--- config.mk ---
export PLATFORM = sky130hd
export DESIGN_NAME = sprite_compositor
export DESIGN_NICKNAME = d
export VERILOG_FILES = /design/src/rtl/compositor_pkg.sv /design/src/rtl/sprite_hit_unit.sv /design/src/rtl/sprite_compositor.sv
export SDC_FILE = /design/constraint.sdc
export NUM_CORES = 1
export LEC_CHECK = 0
export ABC_CLOCK_PERIOD_IN_PS = 13500
export CAP_MARGIN = 10
export CORE_UTILIZATION = 59
export DETAILED_ROUTE_END_ITERATION = 7
export HOLD_SLACK_MARGIN = 0.12
export PLACE_DENSITY = 0.88
export SYNTH_ARGS = -nofsm -noshare
export SYNTH_HDL_FRONTEND = slang
export SYNTH_SLANG_ARGS = --single-unit
--- constraint.sdc ---
create_clock -name vga_clk -period 13.5 [get_ports vga_clk]
set_input_delay 2.025 -clock vga_clk [delete_from_list [all_inputs] [get_ports vga_clk]]
set_output_delay 2.025 -clock vga_clk [all_outputs]
set_load 0.1 [all_outputs]
--- src/rtl/compositor_pkg.sv ---
// Shared types and constants for the sprite compositor.
//   rgb_t        : 12-bit packed colour, 4 bits per channel (r in the MSBs)
//   COORD_W      : width of screen coordinates
//   SQ_*         : geometry of the ammo indicator squares
//   CURSOR_COLOR : colour of the diamond cursor
//   LIT_COLOR    : colour of a lit ammo square
package compositor_pkg;

  localparam int COORD_W = 10;

  typedef struct packed {
    logic [3:0] r;
    logic [3:0] g;
    logic [3:0] b;
  } rgb_t;

  // Square i spans x in [SQ_X0 + SQ_PITCH*i, SQ_X0 + SQ_PITCH*i + SQ_W)
  // and y in [SQ_Y0, SQ_Y1).
  localparam int SQ_X0    = 68;
  localparam int SQ_PITCH = 17;
  localparam int SQ_W     = 9;
  localparam int SQ_Y0    = 418;
  localparam int SQ_Y1    = 431;

  localparam rgb_t CURSOR_COLOR = '{r: 4'hF, g: 4'hF, b: 4'hF};
  localparam rgb_t LIT_COLOR    = '{r: 4'hF, g: 4'h8, b: 4'h0};
  localparam rgb_t BLACK        = '{r: 4'h0, g: 4'h0, b: 4'h0};

endpackage

--- src/rtl/sprite_hit_unit.sv ---
// Per-sprite geometry: offset of the current pixel inside the sprite box,
// hit decision and sprite ROM address.
//   draw_x/draw_y : current pixel
//   spr_x/spr_y   : sprite top-left corner
//   spr_w/spr_h   : sprite size (0 disables the sprite)
//   spr_en        : sprite enable
//   hit           : pixel lies inside an enabled sprite
//   addr          : dy*spr_w + dx (14 bits) on a hit, else 0
import compositor_pkg::*;

module sprite_hit_unit (
  input  logic [COORD_W-1:0] draw_x,
  input  logic [COORD_W-1:0] draw_y,
  input  logic [COORD_W-1:0] spr_x,
  input  logic [COORD_W-1:0] spr_y,
  input  logic [6:0]         spr_w,
  input  logic [6:0]         spr_h,
  input  logic               spr_en,
  output logic               hit,
  output logic [13:0]        addr
);

  logic [COORD_W-1:0] dx;
  logic [COORD_W-1:0] dy;

  // Offsets wrap modulo 1024, so a pixel left of / above the sprite turns
  // into a large offset and fails the range test below.
  assign dx  = draw_x - spr_x;
  assign dy  = draw_y - spr_y;
  assign hit = spr_en && (dx < {3'b000, spr_w}) && (dy < {3'b000, spr_h});

  // Computed directly in 14 bits: the truncation is modular anyway.
  assign addr = hit ? (({4'd0, dy} * {7'd0, spr_w}) + {4'd0, dx}) : 14'd0;

endmodule

--- src/rtl/sprite_compositor.sv ---
// Three-stage pixel compositor: sprites, diamond cursor, ammo squares and
// background are layered into a registered RGB output two cycles after a
// pixel coordinate is presented. Also keeps the ammo counter.
//   vga_clk, Reset                  : clock, synchronous active-high reset
//   DrawX, DrawY, blank             : current pixel and active-video flag
//   CursorX, CursorY, CursorSize    : diamond cursor centre and radius
//   SprX/SprY/SprW/SprH/SprEn       : per-sprite placement and enable
//   SprAddr / SprColor              : sprite ROM address out, colour back one cycle later
//   Fire, Reload                    : ammo controls (levels)
//   ShotsLeft                       : remaining ammo
//   Red, Green, Blue                : registered pixel colour
// Stage S0: geometry and ROM address (combinational, registered at its end).
// Stage S1: ROM data returns, layers are composed.
// Stage S2: output registers.
import compositor_pkg::*;

module sprite_compositor #(
  parameter int          NUM_SPR   = 2,
  parameter int          MAX_SHOTS = 3,
  parameter logic [11:0] KEY_COLOR = 12'h6AF,
  parameter logic [11:0] BG_COLOR  = 12'hAAA
) (
  input  logic                             vga_clk,
  input  logic                             Reset,
  input  logic [COORD_W-1:0]               DrawX,
  input  logic [COORD_W-1:0]               DrawY,
  input  logic                             blank,
  input  logic [COORD_W-1:0]               CursorX,
  input  logic [COORD_W-1:0]               CursorY,
  input  logic [COORD_W-1:0]               CursorSize,
  input  logic [NUM_SPR-1:0][COORD_W-1:0]  SprX,
  input  logic [NUM_SPR-1:0][COORD_W-1:0]  SprY,
  input  logic [NUM_SPR-1:0][6:0]          SprW,
  input  logic [NUM_SPR-1:0][6:0]          SprH,
  input  logic [NUM_SPR-1:0]               SprEn,
  output logic [NUM_SPR-1:0][13:0]         SprAddr,
  input  logic [NUM_SPR-1:0][11:0]         SprColor,
  input  logic                             Fire,
  input  logic                             Reload,
  output logic [3:0]                       ShotsLeft,
  output logic [3:0]                       Red,
  output logic [3:0]                       Green,
  output logic [3:0]                       Blue
);

  localparam logic [3:0] SHOTS_FULL = 4'(MAX_SHOTS);

  // ---------------- S0: geometry ----------------
  logic [NUM_SPR-1:0] hit;

  for (genvar g = 0; g < NUM_SPR; g++) begin : g_spr
    sprite_hit_unit u_hit (
      .draw_x (DrawX),
      .draw_y (DrawY),
      .spr_x  (SprX[g]),
      .spr_y  (SprY[g]),
      .spr_w  (SprW[g]),
      .spr_h  (SprH[g]),
      .spr_en (SprEn[g]),
      .hit    (hit[g]),
      .addr   (SprAddr[g])
    );
  end

  // Manhattan distance in 12-bit signed: two 10-bit magnitudes sum to at
  // most 2046, which still fits without overflow.
  logic signed [11:0] cdx, cdy, adx, ady, csum;
  logic               cursor_on;

  always_comb begin
    cdx       = $signed({2'b00, DrawX}) - $signed({2'b00, CursorX});
    cdy       = $signed({2'b00, DrawY}) - $signed({2'b00, CursorY});
    adx       = cdx[11] ? -cdx : cdx;
    ady       = cdy[11] ? -cdy : cdy;
    csum      = adx + ady;
    cursor_on = (csum <= $signed({2'b00, CursorSize}));
  end

  logic [3:0] shots;
  logic       square_lit;

  always_comb begin
    square_lit = 1'b0;
    for (int i = 0; i < MAX_SHOTS; i++) begin
      if (int'(DrawX) >= SQ_X0 + SQ_PITCH * i &&
          int'(DrawX) <  SQ_X0 + SQ_PITCH * i + SQ_W &&
          int'(DrawY) >= SQ_Y0 && int'(DrawY) < SQ_Y1 &&
          i < int'(shots))
        square_lit = 1'b1;
    end
  end

  // ---------------- S0 -> S1 registers ----------------
  logic               blank_q;
  logic               cursor_q;
  logic               lit_q;
  logic [NUM_SPR-1:0] hit_q;

  always_ff @(posedge vga_clk) begin
    if (Reset) begin
      blank_q  <= 1'b0;
      cursor_q <= 1'b0;
      lit_q    <= 1'b0;
      hit_q    <= '0;
    end else begin
      blank_q  <= blank;
      cursor_q <= cursor_on;
      lit_q    <= square_lit;
      hit_q    <= hit;
    end
  end

  // ---------------- S1: compose ----------------
  rgb_t pix;

  always_comb begin
    pix = rgb_t'(BG_COLOR);
    if (lit_q) pix = LIT_COLOR;
    // Walk from the highest index down so the lowest opaque sprite wins.
    for (int i = NUM_SPR - 1; i >= 0; i--) begin
      if (hit_q[i] && (SprColor[i] != KEY_COLOR)) pix = rgb_t'(SprColor[i]);
    end
    if (cursor_q) pix = CURSOR_COLOR;
    if (!blank_q) pix = BLACK;
  end

  // ---------------- S2: output registers ----------------
  rgb_t rgb_q;

  always_ff @(posedge vga_clk) begin
    if (Reset) rgb_q <= BLACK;
    else       rgb_q <= pix;
  end

  assign Red   = rgb_q.r;
  assign Green = rgb_q.g;
  assign Blue  = rgb_q.b;

  // ---------------- ammo counter ----------------
  logic fire_prev;

  always_ff @(posedge vga_clk) begin
    if (Reset) begin
      shots     <= SHOTS_FULL;
      fire_prev <= 1'b0;
    end else begin
      fire_prev <= Fire;
      if (Reload)                                    shots <= SHOTS_FULL;
      else if (Fire && !fire_prev && shots != 4'd0)  shots <= shots - 4'd1;
    end
  end

  assign ShotsLeft = shots;

endmodule
# Yosys cells after proc, flatten, opt, wreduce, memory -nomap -nowiden
# Cells that the tools add are included.
# totals
out_inout_bits	44
ff_bits	22
inputBits	149
elab_cells	77
# classes
n_reduce_logical	24
n_addsub	12
bitwise_logic	1
mux	11
multipliers	2
n_lt_le_gt_ge	16
n_eq_ne	2
# op_table
operator	n
2-to-1 mux 12 bit	5
< comparator 10 x 7 -> 1 bit	4
subtractor 10 bit	4
greater-or-equal comparator 10 x 7 -> 1 bit, second input constant	3
< comparator 10 x 7 -> 1 bit, second input constant	3
adder 14 x 10 -> 14 bit	2
multiplier 10 x 7 -> 14 bit	2
2-to-1 mux 14 bit	2
inequality test 12 x 11 -> 1 bit, second input constant	2
negation 11 -> 12 bit	2
subtractor 10 x 10 -> 11 bit	2
logical AND 1 bit	20
adder 12 bit	1
<= comparator 12 x 11 -> 1 bit	1
2-to-1 mux 11 bit	1
greater-or-equal comparator 10 x 9 -> 1 bit, second input constant	1
< comparator 10 x 9 -> 1 bit, second input constant	1
< comparator 1 x 4 -> 1 bit, first input constant	2
< comparator 2 x 4 -> 1 bit, first input constant	1
nonzero test 4 bit	1
OR reduction 2 bit	2
subtractor 4 x 1 -> 4 bit, second input constant	1
2-to-1 mux 1 bit	3
logical NOT 1 bit	1
NOT 1 bit	1

# Depth between registers and ports, before layout
# depth
depth_word	8
depth_mapped	29
depth_no_buf	28

# Cells and area by module
# From an unflattened synthesis, not the netlist that was laid out.
# unflattened
hier_cells	1294
hier_area_um2	10114.7
# by_module_without_submodules
mod	cells_per_inst	seq_area_each_um2	instances	area_each_um2
sprite_hit_unit (g_spr[1].u_hit)	443	0.0	1	3537.1
sprite_hit_unit (g_spr[0].u_hit)	446	0.0	1	3495.9
sprite_compositor	405	440.4	1	3081.7

# Least setup slack after synthesis
# No wires, ideal clock.
# synth_path
path_kind	input to output
start	input port DrawY[0]
end	output port SprAddr[26] (netlist name)
t_required_ns	11.475
n_path_buf	0
arrival_ns	8.087
slack_ns	3.388
path_stages	20
path_cell_list	inv_1 ha_1 fa_1 inv_1 a21o_1 a21oi_1 xnor2_1 nand2_1 fa_1 inv_1 fa_1 fa_1 inv_1 fa_1 inv_1 ha_1 a21oi_1 o21ai_0 o41a_1 a21oi_1
# synth_lines
element	line	text
start: declaration	sprite_compositor.sv:26	input logic [COORD_W-1:0] DrawY,
end: declaration	sprite_compositor.sv:36	output logic [NUM_SPR-1:0][13:0] SprAddr,

==> results.md <==
* Status: complete, no violations
* Largest net degree at the start of global routing at 16
* Synth top area share at 20.58%
* Die width at 131.0 um
* Synthesized Nets at 1678
* GRT Residual Overflow at 0
* Startpoint Class: input port
* Core area at 16060 um2
* CP endpoint kind: output pin
* CTS tree: yes
* Layout Utilization at 74.96%
* Initial DRC Count at 551
* Layout cells sized above 1 at 1.586%
* Register area share after synthesis at 4.484%
* Final Cycle Share at 85.55%
* CP max FO at 8
* Max incr delay on CP at 1.16 ns
* Hpwl dp at 23610 um
* H-Tree Depth at 1
* Cells after Synth at 1270
* Sw Ratio at 53.77%
* CP arrival at 9.52 ns
* Rows at 46
* Routed via count at 9465
* WS Path Type: in2out
* Aggregate global-route resource usage at 32.75%
* Fin nets at 1859
* Total Neg Setup Slack at 0 ns
* Clock tree sinks at 22
* Power consumption at 2.221 mW
* Wirelength per Cell at 16.42 um
* Syn-to-layout area delta at 22.54%
* Antenna violations before repair at 1
* GP Congestion at 0.9802
* Synthesized flop and latch total at 22
* Die height at 131.0 um
* Wire length on met2 at 13050 um
* Fmax at 0.08658 GHz
* Global-route wire length before repair at 44060 um
* Mapped Area at 9823 um2
* DR top layer: met4
* TritonCTS Buffers at 3
* Yosys top cell by area: fa_1
* Most common cell after layout, fill and taps aside: inv_1
* Final setup violation count at 0
* Post-route DRC at 0
* Iteration count of the initial detailed-routing pass at 7
* Tightest Hold Check Type: reg2reg
* Routed vias/inst at 5.678
* Placed cell count at 1662
* RSZ-0062 raised after global routing: no
* NetSw at 1.194 mW
* Commonest non-fill, non-tap cells in the layout: inv_1 (276), clkdlybuf4s50_1 (192), ha_1 (158)
* Clock Skew at 0.0008434 ns
* Yosys cell types at 72
* Worst-path clk slew at 0.06 ns
* Slowest cell on crit path: clkdlybuf4s50_1
* Clock root buffer: clkbuf_16
* Req. time, crit path at 11.48 ns
* Setup bufs post-CTS at 0
* Cell Count, Final, Fillers Out at 1667
* Port Buffers at 192
* Max_slew headroom at 28.19%
* Share of power burned in the clock network at 3.1%
* PostCTS Resize Cnt at 0
* Yosys warns at 0
* Cells along the critical path: clkdlybuf4s50_1 > inv_1 > fa_1 > inv_1 > a21o_1 > a21oi_1 > xnor2_1 > nand2_1 > fa_1 > inv_1 > fa_1 > fa_1 > inv_1 > fa_1 > inv_1 > ha_1 > a2111oi_0 > o31ai_1 > a21o_1 > a21oi_1 > xor2_1 > nor2_1 > clkdlybuf4s50_1
* Largest cells by area after synthesis: fa_1 (21%), ha_1 (20%), inv_1 (11%)
* Final non-filler cell area at 12040 um2
* Die area at 17170 um2
* P_int at 1.027 mW
* Antenna-violating nets left at 0
* Clock Latency Late Sink at 0.25 ns
* Routed WL at 27360 um
* Fin crit period at 11.55 ns
* Max-slew violations at 0
* Final Hold Fails at 0
* Pwr per Cell Area at 184.5 nW/um2
* Wl on met1 at 10730 um
* Number of global-route vias before repair at 9416
* Initial Utilization at 61.17%
* CTS Hold Bufs at 0
* EDFF count, synth at 0
* Bufs on Longest Clock Path at 2
* I/O pins at 193
* Leak at 5.992 nW
* Sequential power share at 3.2%
* Gate power share at 93.7%
* IR drop worst, VDD at 260.3 uV
* Ys async rst share at 0%
* Max cap viols at 0
* Worst slew pin tran at 1.068 ns
* Post-placement cell area at 11950 um2
* Metal3 WL at 2296 um
* Syn_area_per_cell at 7.735 um2
* Leading register cell type out of synthesis: dfxtp_1
[cells by family after synthesis]
| family | Yosys count | synth area share, % |
|---|---|---|
| buf+inv | 292 | 11.25 |
| flops | 22 | 4.483 |
| fa+ha+maj | 259 | 40.71 |
| simple gates | 391 | 20.47 |
| compound gates | 212 | 14.47 |
| xor+xnor | 89 | 8.075 |
| mux | 5 | 0.5477 |
[power groups by stage]
stage / registers [mW] / clock network [mW] / logic (mW)
6_report: 0.0710 / 0.0683 / 2.08
5_1_grt: 0.0717 / 0.0725 / 2.38
4_1_cts: 0.0710 / 0.0680 / 2.08
3_5_place_dp: 0.0725 / 0 / 2.06
3_3_place_gp: 0.0723 / 0 / 1.99
2_1_floorplan: 0.0861 / 0 / 1.60
[registers in the layout (all words and copies together), names as in the netlist]
signal / count
Blue: 4
Green: 4
Red: 4
ShotsLeft: 4
hit_q: 2
blank_q: 1
cursor_q: 1
fire_prev: 1
lit_q: 1
[worst max-delay path: cells and delay by family]
family / cells / cell delay (ns)
buffers and inverters: 7 / 2.21
AND/OR/NAND/NOR: 2 / 0.28
adder cells (fa/ha/maj): 6 / 2.85
XOR/XNOR: 2 / 0.77
AO/OA/AOI/OAI: 6 / 1.39
[path summary, 6_finish.rpt]
| check | cells past startpoint | end | startpoint | slack [ns] |
|---|---|---|---|---|
| worst max-delay path | 23 | SprAddr[27] | DrawY[1] | 1.95 |
| worst min-delay path | 2 | Green[0] | hit_q[0] | 0.58 |
| worst max register to register | 7 | ShotsLeft[3] | ShotsLeft[0] | 11.85 |
| worst min register to register | 2 | Green[0] | hit_q[0] | 0.58 |
[Yosys cell counts, drive strengths merged, types with 8 or more instances]
cell / instances
nand2b: 13
ha: 158
a21oi: 58
xnor2: 60
o21ai: 35
dfxtp: 22
o21bai: 12
nor3: 42
clkbuf: 13
fa: 101
or3: 9
a221oi: 8
nor2b: 24
o21a: 13
o31ai: 9
nor2: 110
nand3: 18
inv: 276
nand2: 73
xor2: 28
a21o: 21
and2: 59
[layout make-up]
cell class | instances | area, um2
Multi-Input combinational cell | 956 | 8278
Fill cell | 1219 | 4020
Timing Repair Buffer | 192 | 1922
Inverter | 276 | 1036
Sequential cell | 22 | 440.4
Tap cell | 216 | 270.3
Clock buffer | 4 | 88.84
Antenna cell | 1 | 2.502
[metal layers]
| layer | vias to the layer above | track usage [%] |
|---|---|---|
| met3 | 91 | 4.031 |
| met2 | 419 | 58.95 |
| li1 | 4506 | - |
| met1 | 4449 | 38.71 |
| met5 | - | 0 |
| met4 | 0 | 15.35 |
[stage by stage]
step                      setup WS (ns)  hold WS (ns)
after floorplan                   3.388        0.4567
after global placement            2.226        0.5266
after detailed placement          2.030        0.5636
after CTS                         2.041        0.5715
after global routing              1.523        0.6027
final                             1.950        0.5765
Note: power is estimated with default switching activity, not from simulation.
